File: config.mk
export PLATFORM = sky130hd
export DESIGN_NAME = tawas_dbus_arb
export DESIGN_NICKNAME = d
export VERILOG_FILES = /design/src/rtl/tawas_dbus_arb_pkg.sv /design/src/rtl/tawas_dbus_wdog.sv /design/src/rtl/tawas_dbus_arb.sv
export SDC_FILE = /design/constraint.sdc
export NUM_CORES = 1
export LEC_CHECK = 0
export ABC_AREA = 1
export CAP_MARGIN = 20
export CORE_ASPECT_RATIO = 0.6
export CORE_UTILIZATION = 30
export DETAILED_ROUTE_END_ITERATION = 6
export PLACE_DENSITY = 0.75
export SLEW_MARGIN = 20
export SYNTH_ARGS = -nofsm -noshare
export SYNTH_HDL_FRONTEND = slang
export SYNTH_SLANG_ARGS = --single-unit
File: constraint.sdc
create_clock -name CLK -period 3.2 [get_ports CLK]
set_input_delay 0.64 -clock CLK [delete_from_list [all_inputs] [get_ports CLK]]
set_output_delay 0.64 -clock CLK [all_outputs]
set_load 0.03 [all_outputs]
File: src/rtl/tawas_dbus_arb_pkg.sv
// ----------------------------------------------------------------------------
// tawas_dbus_arb_pkg
// Shared definitions for the Tawas data-RAM port arbiter:
//   - FSM state encoding of the secondary holding register (IDLE / PEND)
//   - default starvation TIMEOUT (wait cycles, 8-bit counter)
//   - RAM read latency in cycles (registered read = 1)
//   - helper that rebuilds a word-aligned byte address from a word index
// ----------------------------------------------------------------------------
package tawas_dbus_arb_pkg;

    typedef enum logic [0:0] {
        ST_IDLE = 1'b0,
        ST_PEND = 1'b1
    } arb_state_e;

    localparam int unsigned TIMEOUT_DEF = 32'd255;
    localparam int unsigned RD_LAT      = 32'd1;

    // Secondary addresses are byte addresses; the RAM only sees word-aligned ones.
    function automatic logic [31:0] word_addr(input logic [29:0] widx);
        return {widx, 2'b00};
    endfunction

endpackage

File: src/rtl/tawas_dbus_wdog.sv
// ----------------------------------------------------------------------------
// tawas_dbus_wdog
// Starvation watchdog for the secondary requester. An 8-bit counter clears
// when a request is accepted and counts every cycle the held request is
// blocked by the core. When the count reaches TIMEOUT the sticky error flag
// sets and stays set until reset.
// Ports:
//   CLK  in  clock (rising edge)
//   RSTN in  synchronous active-low reset
//   clr  in  clear the wait counter (request accepted)
//   inc  in  one blocked wait cycle
//   err  out sticky starvation flag (registered)
// ----------------------------------------------------------------------------
module tawas_dbus_wdog
    import tawas_dbus_arb_pkg::*;
#(
    parameter int unsigned TIMEOUT = TIMEOUT_DEF
) (
    input  logic CLK,
    input  logic RSTN,
    input  logic clr,
    input  logic inc,
    output logic err
);

    localparam logic [7:0] TMO_C = 8'(TIMEOUT);

    logic [7:0] cnt_q;
    logic [7:0] cnt_d;
    logic       err_q;
    logic       err_d;

    // Next counter / flag value; the counter saturates instead of wrapping.
    always_comb begin
        cnt_d = cnt_q;
        err_d = err_q;
        if (clr) begin
            cnt_d = 8'd0;
        end else if (inc && (cnt_q != 8'hFF)) begin
            cnt_d = cnt_q + 8'd1;
        end else begin
            cnt_d = cnt_q;
        end
        if (inc && (cnt_d == TMO_C)) begin
            err_d = 1'b1;
        end else begin
            err_d = err_q;
        end
    end

    // Counter and sticky flag registers.
    always_ff @(posedge CLK) begin
        if (!RSTN) begin
            cnt_q <= 8'd0;
            err_q <= 1'b0;
        end else begin
            cnt_q <= cnt_d;
            err_q <= err_d;
        end
    end

    assign err = err_q;

endmodule

File: src/rtl/tawas_dbus_arb.sv
// ----------------------------------------------------------------------------
// tawas_dbus_arb
// Data-RAM port arbiter between the Tawas load/store unit (core) and a
// secondary requester (DMA/debug). The core always wins and passes through
// with zero latency. One secondary request is held and issued in the first
// cycle the core leaves the RAM idle; completion is a one-cycle S_DONE pulse
// two cycles after issue, with read data in S_RDATA.
// Optional feature: define TAWAS_DBUS_TMO_EN to build the starvation
// watchdog (S_ERR); otherwise S_ERR is tied to 0.
// Ports:
//   CLK, RSTN                      clock, synchronous active-low reset
//   C_DADDR/C_DCS/C_DWR/C_DMASK/C_DOUT  core request, C_DIN read data
//   S_REQ/S_READY                  secondary valid/ready handshake
//   S_ADDR/S_WR/S_MASK/S_WDATA     secondary request fields
//   S_DONE/S_RDATA/S_ERR           secondary completion, data, starvation
//   DADDR/DCS/DWR/DMASK/DOUT, DIN  single-port RAM interface
// ----------------------------------------------------------------------------
module tawas_dbus_arb
    import tawas_dbus_arb_pkg::*;
#(
    parameter int unsigned TIMEOUT = TIMEOUT_DEF
) (
    input  logic        CLK,
    input  logic        RSTN,
    input  logic [31:0] C_DADDR,
    input  logic        C_DCS,
    input  logic        C_DWR,
    input  logic [3:0]  C_DMASK,
    input  logic [31:0] C_DOUT,
    output logic [31:0] C_DIN,
    input  logic        S_REQ,
    output logic        S_READY,
    input  logic [31:0] S_ADDR,
    input  logic        S_WR,
    input  logic [3:0]  S_MASK,
    input  logic [31:0] S_WDATA,
    output logic        S_DONE,
    output logic [31:0] S_RDATA,
    output logic        S_ERR,
    output logic [31:0] DADDR,
    output logic        DCS,
    output logic        DWR,
    output logic [3:0]  DMASK,
    output logic [31:0] DOUT,
    input  logic [31:0] DIN
);

    arb_state_e          state_q;
    arb_state_e          state_d;
    logic [29:0]         hold_addr_q;
    logic [29:0]         hold_addr_d;
    logic                hold_wr_q;
    logic                hold_wr_d;
    logic [3:0]          hold_mask_q;
    logic [3:0]          hold_mask_d;
    logic [31:0]         hold_wdata_q;
    logic [31:0]         hold_wdata_d;
    logic [RD_LAT-1:0]   iss_q;
    logic [RD_LAT-1:0]   iss_d;
    logic [RD_LAT-1:0]   rd_q;
    logic [RD_LAT-1:0]   rd_d;
    logic                done_q;
    logic                done_d;
    logic [31:0]         rdata_q;
    logic [31:0]         rdata_d;
    logic                accept_s;
    logic                grant_s;
    logic                addr_unused_s;

    // Grant is suppressed while reset is held so a pending request never
    // reaches the RAM during reset.
    assign accept_s = S_REQ && (state_q == ST_IDLE);
    assign grant_s  = (state_q == ST_PEND) && !C_DCS && RSTN;

    // Byte offset of the secondary address is dropped on purpose.
    assign addr_unused_s = ^S_ADDR[1:0];

    // State and datapath registers.
    always_ff @(posedge CLK) begin
        if (!RSTN) begin
            state_q      <= ST_IDLE;
            hold_addr_q  <= 30'd0;
            hold_wr_q    <= 1'b0;
            hold_mask_q  <= 4'd0;
            hold_wdata_q <= 32'd0;
            iss_q        <= '0;
            rd_q         <= '0;
            done_q       <= 1'b0;
            rdata_q      <= 32'd0;
        end else begin
            state_q      <= state_d;
            hold_addr_q  <= hold_addr_d;
            hold_wr_q    <= hold_wr_d;
            hold_mask_q  <= hold_mask_d;
            hold_wdata_q <= hold_wdata_d;
            iss_q        <= iss_d;
            rd_q         <= rd_d;
            done_q       <= done_d;
            rdata_q      <= rdata_d;
        end
    end

    // Next-state logic of the holding-register FSM.
    always_comb begin
        state_d = state_q;
        case (state_q)
            ST_IDLE: begin
                if (accept_s) state_d = ST_PEND;
                else          state_d = ST_IDLE;
            end
            ST_PEND: begin
                if (grant_s) state_d = ST_IDLE;
                else         state_d = ST_PEND;
            end
            default: state_d = ST_IDLE;
        endcase
    end

    // RAM port mux: core has absolute priority, then the held request, else idle zeros.
    always_comb begin
        DADDR = 32'd0;
        DCS   = 1'b0;
        DWR   = 1'b0;
        DMASK = 4'd0;
        DOUT  = 32'd0;
        if (C_DCS) begin
            DADDR = C_DADDR;
            DCS   = 1'b1;
            DWR   = C_DWR;
            DMASK = C_DMASK;
            DOUT  = C_DOUT;
        end else if (grant_s) begin
            DADDR = word_addr(hold_addr_q);
            DCS   = 1'b1;
            DWR   = hold_wr_q;
            DMASK = hold_mask_q;
            DOUT  = hold_wdata_q;
        end else begin
            DADDR = 32'd0;
            DCS   = 1'b0;
            DWR   = 1'b0;
            DMASK = 4'd0;
            DOUT  = 32'd0;
        end
    end

    // Holding register capture and completion pipeline. The issue/read
    // shift registers are RD_LAT deep so data is captured the cycle the RAM
    // presents it, and S_DONE follows one cycle later.
    always_comb begin
        hold_addr_d  = hold_addr_q;
        hold_wr_d    = hold_wr_q;
        hold_mask_d  = hold_mask_q;
        hold_wdata_d = hold_wdata_q;
        if (accept_s) begin
            hold_addr_d  = S_ADDR[31:2];
            hold_wr_d    = S_WR;
            hold_mask_d  = S_MASK;
            hold_wdata_d = S_WDATA;
        end else begin
            hold_addr_d  = hold_addr_q;
            hold_wr_d    = hold_wr_q;
            hold_mask_d  = hold_mask_q;
            hold_wdata_d = hold_wdata_q;
        end
        iss_d  = (iss_q << 1'b1) | RD_LAT'(grant_s);
        rd_d   = (rd_q << 1'b1) | RD_LAT'(grant_s && !hold_wr_q);
        done_d = iss_q[RD_LAT-1];
        if (rd_q[RD_LAT-1]) rdata_d = DIN;
        else                rdata_d = rdata_q;
    end

    assign S_READY = (state_q == ST_IDLE);
    assign S_DONE  = done_q;
    assign S_RDATA = rdata_q;
    assign C_DIN   = DIN;

`ifdef TAWAS_DBUS_TMO_EN
    logic wdog_inc_s;
    logic wdog_err_s;

    assign wdog_inc_s = (state_q == ST_PEND) && C_DCS;

    tawas_dbus_wdog #(
        .TIMEOUT (TIMEOUT)
    ) u_wdog (
        .CLK  (CLK),
        .RSTN (RSTN),
        .clr  (accept_s),
        .inc  (wdog_inc_s),
        .err  (wdog_err_s)
    );

    assign S_ERR = wdog_err_s;
`else
    // The timeout value has no consumer when the watchdog is not built.
    logic tmo_unused_s;
    assign tmo_unused_s = ^(8'(TIMEOUT));
    assign S_ERR        = 1'b0;
`endif

endmodule

Word-level counts from Yosys, hierarchy flattened

Index checks and enable logic that the tools add are counted.

Input bits: 174
Bits in registers: 103
Output and inout bits: 137

Multiplexer cells: 13
Bitwise logic cells: 1
Reduce and logical (&&, ||, !) cells: 6

Operators by type and width:

| operator                              | count |
|---|---|
| 32-bit 2-to-1 mux                     | 4 |
| 4-bit 2-to-1 mux                      | 2 |
| 1-bit 2-to-1 mux                      | 6 |
| 1-bit logical AND                     | 4 |
| 1-bit logical NOT                     | 2 |
| 1-bit one-hot mux with 2 select lines | 1 |
| 1-bit NOT                             | 1 |

Logic depth before layout (Yosys ltp)

Depth after elaboration: 5
Mapped depth: 7
Depth with buffers taken out: 4

Worst setup path after synthesis

No wires, ideal clock.

Path type: input port to output port
Start point: input port C_DCS
End point: output port DADDR[10]
Stages: 5
Buffers on the path: 2
Arrival: 1.873 ns
Setup slack: 0.687 ns
Data required time: 2.560 ns
Cells stage by stage: buf_2 inv_1 nand3_1 clkbuf_1 o21ai_0

Word-level cells in the longest chain between the ends: 5

Ends and longest elaborated chain:

| element                         | RTL line              | RTL |
|---|---|---|
| start, declared                 | tawas_dbus_arb.sv:26  | `input logic C_DCS,` |
| 1-bit logical NOT               | tawas_dbus_arb.sv:73  | `assign grant_s = (state_q == ST_PEND) && !C_DCS && RSTN;` |
| 1-bit logical AND (2 in series) | tawas_dbus_arb.sv:73  |  |
| 32-bit 2-to-1 mux               | tawas_dbus_arb.sv:132 | `end else if (grant_s) begin` |
| 32-bit 2-to-1 mux (*)           | tawas_dbus_arb.sv:126 | `if (C_DCS) begin` |
| end, declared                   | tawas_dbus_arb.sv:40  | `output logic [31:0] DADDR,` |

Every way passes the cells marked *; elsewhere a longest branch is shown, timed or not.

Final worst setup path

Start point: input port C_DCS
End point: output port DADDR[1]

Word-level cells in the longest chain between the ends: 1

Ends and longest elaborated chain:

| element           | RTL line |
|---|---|
| 32-bit 2-to-1 mux | tawas_dbus_arb.sv:126 |

Every way passes these cells.

==> results.py <==
metrics = {
    "status": {
        "status": "finished clean",
    },
    "clock_network": {
        "cts_sinks": 103,
        "ctsResizeCount": 0,
        "post-cts-setup-buffer-count": 0,
        "clockBufferDepth": 2,
        "numCtsBuffers": 9,
        "insertion_delay_ns": 0.34,
        "holdBufCountCts": 0,
        "h-tree-depth": 3,
        "cts_tree": "built",
        "ctsRootBufferMaster": "clkbuf_16",
        "cts.clk_slew.worst_paths_ns": 0.07,
    },
    "yosys": {
        "synth_adder_area_share": 0,
        "synth_top_area_share": 0.3951,
        "netlist_instances": 840,
        "synth_area_leaders": "dfxtp_1, nor2_1, inv_1, nand2_1, o21ai_0",
        "synth.largest_area_cell": "dfxtp_1",
        "avgSynthCellArea_sq_um": 6.213,
        "ys_seq_area_frac": 0.3951,
        "synth_cell_types": 15,
        "synth_top_family_by_area": "simple AND/OR/NAND/NOR gates",
        "synth-seq-cells": 103,
        "synthMuxAreaShare": 0,
        "synth_compound_area_frac": 0.09590,
        "synthXorXnorAreaFrac": 0,
        "synth-simple-area-share": 0.3105,
        "yosysWarnings": 0,
        "synth_nets": 1014,
        "syn_area_sq_um": 5219,
    },
    "routing": {
        "avgViaCountPerCell": 4.274,
        "drc": 0,
        "drtIter0Drc": 327,
        "firstDrtPassIters": 4,
        "final_antenna_net_count": 0,
        "routed_wl_mm": 16.22,
        "vias": 5608,
        "wl_per_cell_microns": 12.36,
    },
    "grt": {
        "grt_pass1_vias": 5146,
        "track_usage": 0.1791,
        "grt_pass1_wl_mm": 25.62,
        "antenna_found_initial": 0,
        "grt_max_degree": 102,
        "grt-ovfl-total": 0,
    },
    "sta": {
        "fin_tns_setup_ns": 0,
        "period_minus_slack_ns": 2.512,
        "tightestPinTransition_ns": 1.033,
        "final-setup-viol-count": 0,
        "maxSlewHeadroom": 0.3106,
        "drv_slew": 0,
        "rsz0062_at_grt": "no",
        "skew_ns": 0.007893,
        "fmax_ghz": 0.3981,
        "hold_viol_final": 0,
        "period_share": 0.7850,
    },
    "floorplan": {
        "fp.dieW_microns": 172.3,
        "fp.dieH_microns": 104.2,
        "initial_core_util": 0.3140,
        "rows": 36,
        "ios": 311,
        "core_sq_um": 16620,
        "die_area_sq_um": 17950,
    },
    "power_and_ir_drop": {
        "powerDensity_nw_per_um2": 419.6,
        "ir_drop_uv": 223.4,
        "p_leak_nw": 3.927,
    },
    "worst_setup_path": {
        "required_ns": 2.56,
        "slowest_stage": "clkdlybuf4s50_1",
        "critPathKind": "input port to primary output",
        "r2r-end": "S_RDATA[15]",
        "ff2ff_setup_slack_ns": 1.57,
        "reg2regPathDepth": 4,
        "r2r_start": "rd_q",
        "crit_family": "buffers and inverters",
        "endpoint_kind": "primary output",
        "cp_slowest_stage_delay_ns": 0.66,
        "crit_buf_inv": 4,
        "start_kind": "input port",
        "critPathArrivalTime_ns": 1.87,
        "cp_max_fo": 48,
        "worstPathCellList": "buf_2 -> buf_12 -> nand2_1 -> inv_1 -> clkdlybuf4s50_1",
    },
    "job": {
        "maxCapViolCount": 0,
    },
    "worst_hold_path": {
        "min_path_type": "flop to flop",
        "worst_hold_startpoint": "done_d",
        "hold_path_end": "S_DONE",
        "min_path_cells": 2,
    },
    "cells_and_area": {
        "area_growth_syn_to_layout_pct": 59.12,
        "nNetsFinal": 1254,
        "drive_above_1_share": 0.09041,
        "diodes": 0,
        "stdcell_count": 1312,
    },
    "placed_design": {
        "post-place-cells": 1297,
        "dp_hpwl_mm": 11.50,
        "io_buffer_count": 307,
        "gp_congestion": 0.7519,
    },
}
[synthesized netlist by cell type (all sizes together)]
cell type  count
nand3         68
conb           1
clkbuf        31
inv          142
o21ai        100
nand2        138
buf           56
nor2         201
dfxtp        103
[per-layer routing]
layer / share of wire / GRT usage / vias up
li1: - / - / 2958
met1: 0.47 / 0.2329 / 2448
met2: 0.44 / 0.2912 / 190
met3: 0.081 / 0.05327 / 12
met4: 0.0080 / 0.03540 / 0
met5: 0 / 0 / -
[stage by stage]
stage | hold WS [ns] | worst slack, ns | area, sq um | total power, mW | util
6_report | 0.4131 | 0.6881 | 8304 | 3.484 | 0.4996
3_3_place_gp | 0.4003 | 0.6768 | 7993 | 2.346 | 0.4809
3_5_place_dp | 0.3978 | 0.6792 | 7993 | 2.356 | 0.4809
5_1_grt | 0.4473 | 0.6316 | 8304 | 3.674 | 0.4996
4_1_cts | 0.4147 | 0.6764 | 8304 | 3.543 | 0.4996
2_1_floorplan | 0.3905 | 0.6869 | 5219 | 1.943 | -
[layout by cell type, fill, tap and decap left out, drive strengths merged]
master and n:
clkdlybuf4s50 236, nor2 201, inv 143, nand2 138, dfxtp 103, o21ai 100
buf 80, nand3 68, clkbuf 10, bufinv 2, clkinv 2, conb 1
[worst max-delay path by stage]
stage / end / cells after the start / startpoint
after floorplan: DADDR[10] / 5 / C_DCS
after global placement: DADDR[1] / 4 / C_DADDR[1]
after detailed placement: DADDR[1] / 5 / C_DCS
after CTS: DADDR[1] / 5 / C_DCS
after global routing: DADDR[0] / 5 / C_DCS
final: DADDR[1] / 5 / C_DCS
[power by group]
group	total, mW	leakage, nW	internal (mW)	switching (mW)
registers	1.41	0.848	1.37	0.0438
clock network	1.16	0.153	0.685	0.477
logic	0.909	2.93	0.421	0.488
[worst min-delay path: stages, from the launching register on]
cell and delay, ns:
dfxtp_1 0.31, nand2_1 0.04, inv_1 0.04
[state kept, by name, summed over array words and instances (netlist names)]
signal,flops
S_DONE,1
done_d,1
hold_mask_q,4
S_RDATA,32
hold_wr_q,1
rd_q,1
state_q,1
hold_wdata_q,32
hold_addr_q,30
[cells by family (layout without fill, tap and decap cells)]
logic type / count (synthesis) / in the layout
AO/OA/AOI/OAI: 100 / 100
buffers and inverters: 229 / 473
flip-flops: 103 / 103
other: 1 / 1
AND/OR/NAND/NOR: 407 / 407
[layout make-up]
| class | instances | area, sq um |
|---|---|---|
| clock buffer | 10 | 229.0 |
| clock inverter | 5 | 82.58 |
| fill | 1648 | 8317 |
| inverter | 142 | 533.0 |
| multi-input combinational | 508 | 2130 |
| sequential | 103 | 2062 |
| tap | 228 | 285.3 |
| timing repair buffer | 316 | 2983 |
No activity file was read; power rests on OpenSTA's default activity.
==> variant (same flow settings) <==
The option `TAWAS_DBUS_TMO_EN` is turned on by a define.
--- a/src/rtl/tawas_dbus_arb.sv
+++ b/src/rtl/tawas_dbus_arb.sv
@@ -17,2 +17,4 @@
 // ----------------------------------------------------------------------------
+`define TAWAS_DBUS_TMO_EN
+
 module tawas_dbus_arb
Behaviour: same outputs for any inputs over 4 cycles, from zero or initial values and one cycle with RSTN low; that may be too few to reach the edited logic, so the function may still have changed.
==> variant against the unedited design <==
Wire length fell by 0.46%; area after synthesis fell by 4.3%; power rose by 0.33%; cell count fell by 14%; highest routed layer unchanged; cell area fell by 2.2%; sequential cell count rose by 9; setup slack got worse by 0.017 ns; synthesized cell count fell by 23%.
==> variant: results (changes against the unedited design) <==
<table>
<tr><th>Metric</th><th>Value</th></tr>
<tr><th colspan="2">Critical path</th></tr>
<tr><td>Worst reg2reg startpoint</td><td>state_q</td></tr>
<tr><td>CP Data Arrival Time</td><td>1.89 ns (+0.02 ns)</td></tr>
<tr><td>Crit path max fanout</td><td>61 (+27%)</td></tr>
<tr><td>Launch point of the critical path</td><td>RSTN</td></tr>
<tr><th colspan="2">STA</th></tr>
<tr><td>Worst-case headroom to the max-slew limit</td><td>0.331 (+0.0207)</td></tr>
<tr><th colspan="2">Pwr</th></tr>
<tr><td>Peak supply drop</td><td>0.233 mV (+4.3%)</td></tr>
<tr><td>Proportion of power drawn by combinational gates</td><td>0.237 (-0.024)</td></tr>
<tr><td>Share of power burned in registers</td><td>0.437 (+0.031)</td></tr>
<tr><td>Standby leakage power</td><td>3.40 nW (-14%)</td></tr>
<tr><th colspan="2">Route</th></tr>
<tr><td>Number of DRC markers in iteration 0</td><td>255 (-22%)</td></tr>
<tr><td>Sum of routed wire length over all layers</td><td>16.1 mm (-0.46%)</td></tr>
<tr><th colspan="2">Layout</th></tr>
<tr><td>Filler cell count</td><td>1594 (-3.3%)</td></tr>
<tr><td>Final clock-cell share</td><td>0.0357 (-0.00179)</td></tr>
<tr><td>Number of inverters outside the clock class in the layout</td><td>18 (-87%)</td></tr>
<tr><td>Number of ordinary and repair buffers in the finished layout</td><td>317 (+0.32%)</td></tr>
<tr><td>Total number of multi-input combinational cells</td><td>437 (-14%)</td></tr>
<tr><td>Utilization after layout</td><td>0.500 (about the same)</td></tr>
<tr><th colspan="2">Floorplan</th></tr>
<tr><td>DIE WIDTH</td><td>169 um (-2.2%)</td></tr>
<tr><th colspan="2">Logic synthesis</th></tr>
<tr><td>Unique masters post-synth</td><td>29 (+14)</td></tr>
<tr><td>Synthesized net count</td><td>822 (-19%)</td></tr>
<tr><th colspan="2">Global route</th></tr>
<tr><td>Maximum number of pins on one net before global-route repair</td><td>101 (-0.98%)</td></tr>
<tr><th colspan="2">Placed design</th></tr>
<tr><td>Final RePlAce weighted congestion</td><td>0.844 (+12%)</td></tr>
<tr><td>Pre-CTS setup slack</td><td>0.678 ns (-0.00131 ns)</td></tr>
<tr><td>IO Port Bufs</td><td>308 (+0.33%)</td></tr>
<tr><th colspan="2">Run status</th></tr>
<tr><td>Run status</td><td>completed</td></tr>
<tr><th colspan="2">Clock network</th></tr>
<tr><td>Sinks on the clock net</td><td>112 (+8.7%)</td></tr>
</table>
variant: final timing paths:
check                           slack (ns)               end  cells past startpoint
worst max-delay path                  0.67               DCS                      6
worst min-delay path                  0.41            S_DONE                      2
worst max register to register        1.42  hold_wdata_q[19]                      6
worst min register to register        0.41            S_DONE                      2
variant: worst register-to-register path, stage by stage, from the launching register on:
cell                      delay [ns]
sky130_fd_sc_hd__dfxtp_1        0.39
sky130_fd_sc_hd__inv_2          0.11
sky130_fd_sc_hd__nand2_2        0.17
sky130_fd_sc_hd__buf_4          0.30
sky130_fd_sc_hd__buf_4          0.43
sky130_fd_sc_hd__o21ai_0        0.18
sky130_fd_sc_hd__nor2_1         0.14
variant: kinds of logic after synthesis:
kind of cell	after synthesis	synth area share
compound gates	175	0.227
xor+xnor	1	0.00175
fa+ha+maj	1	0.00251
buf+inv	98	0.107
flops	112	0.449
simple gates	260	0.213
variant: routing by layer:
layer,up-vias,track usage
li1,2626,-
met2,156,0.302
met5,-,0
met4,0,0.0343
met3,6,0.0496
met1,2337,0.238
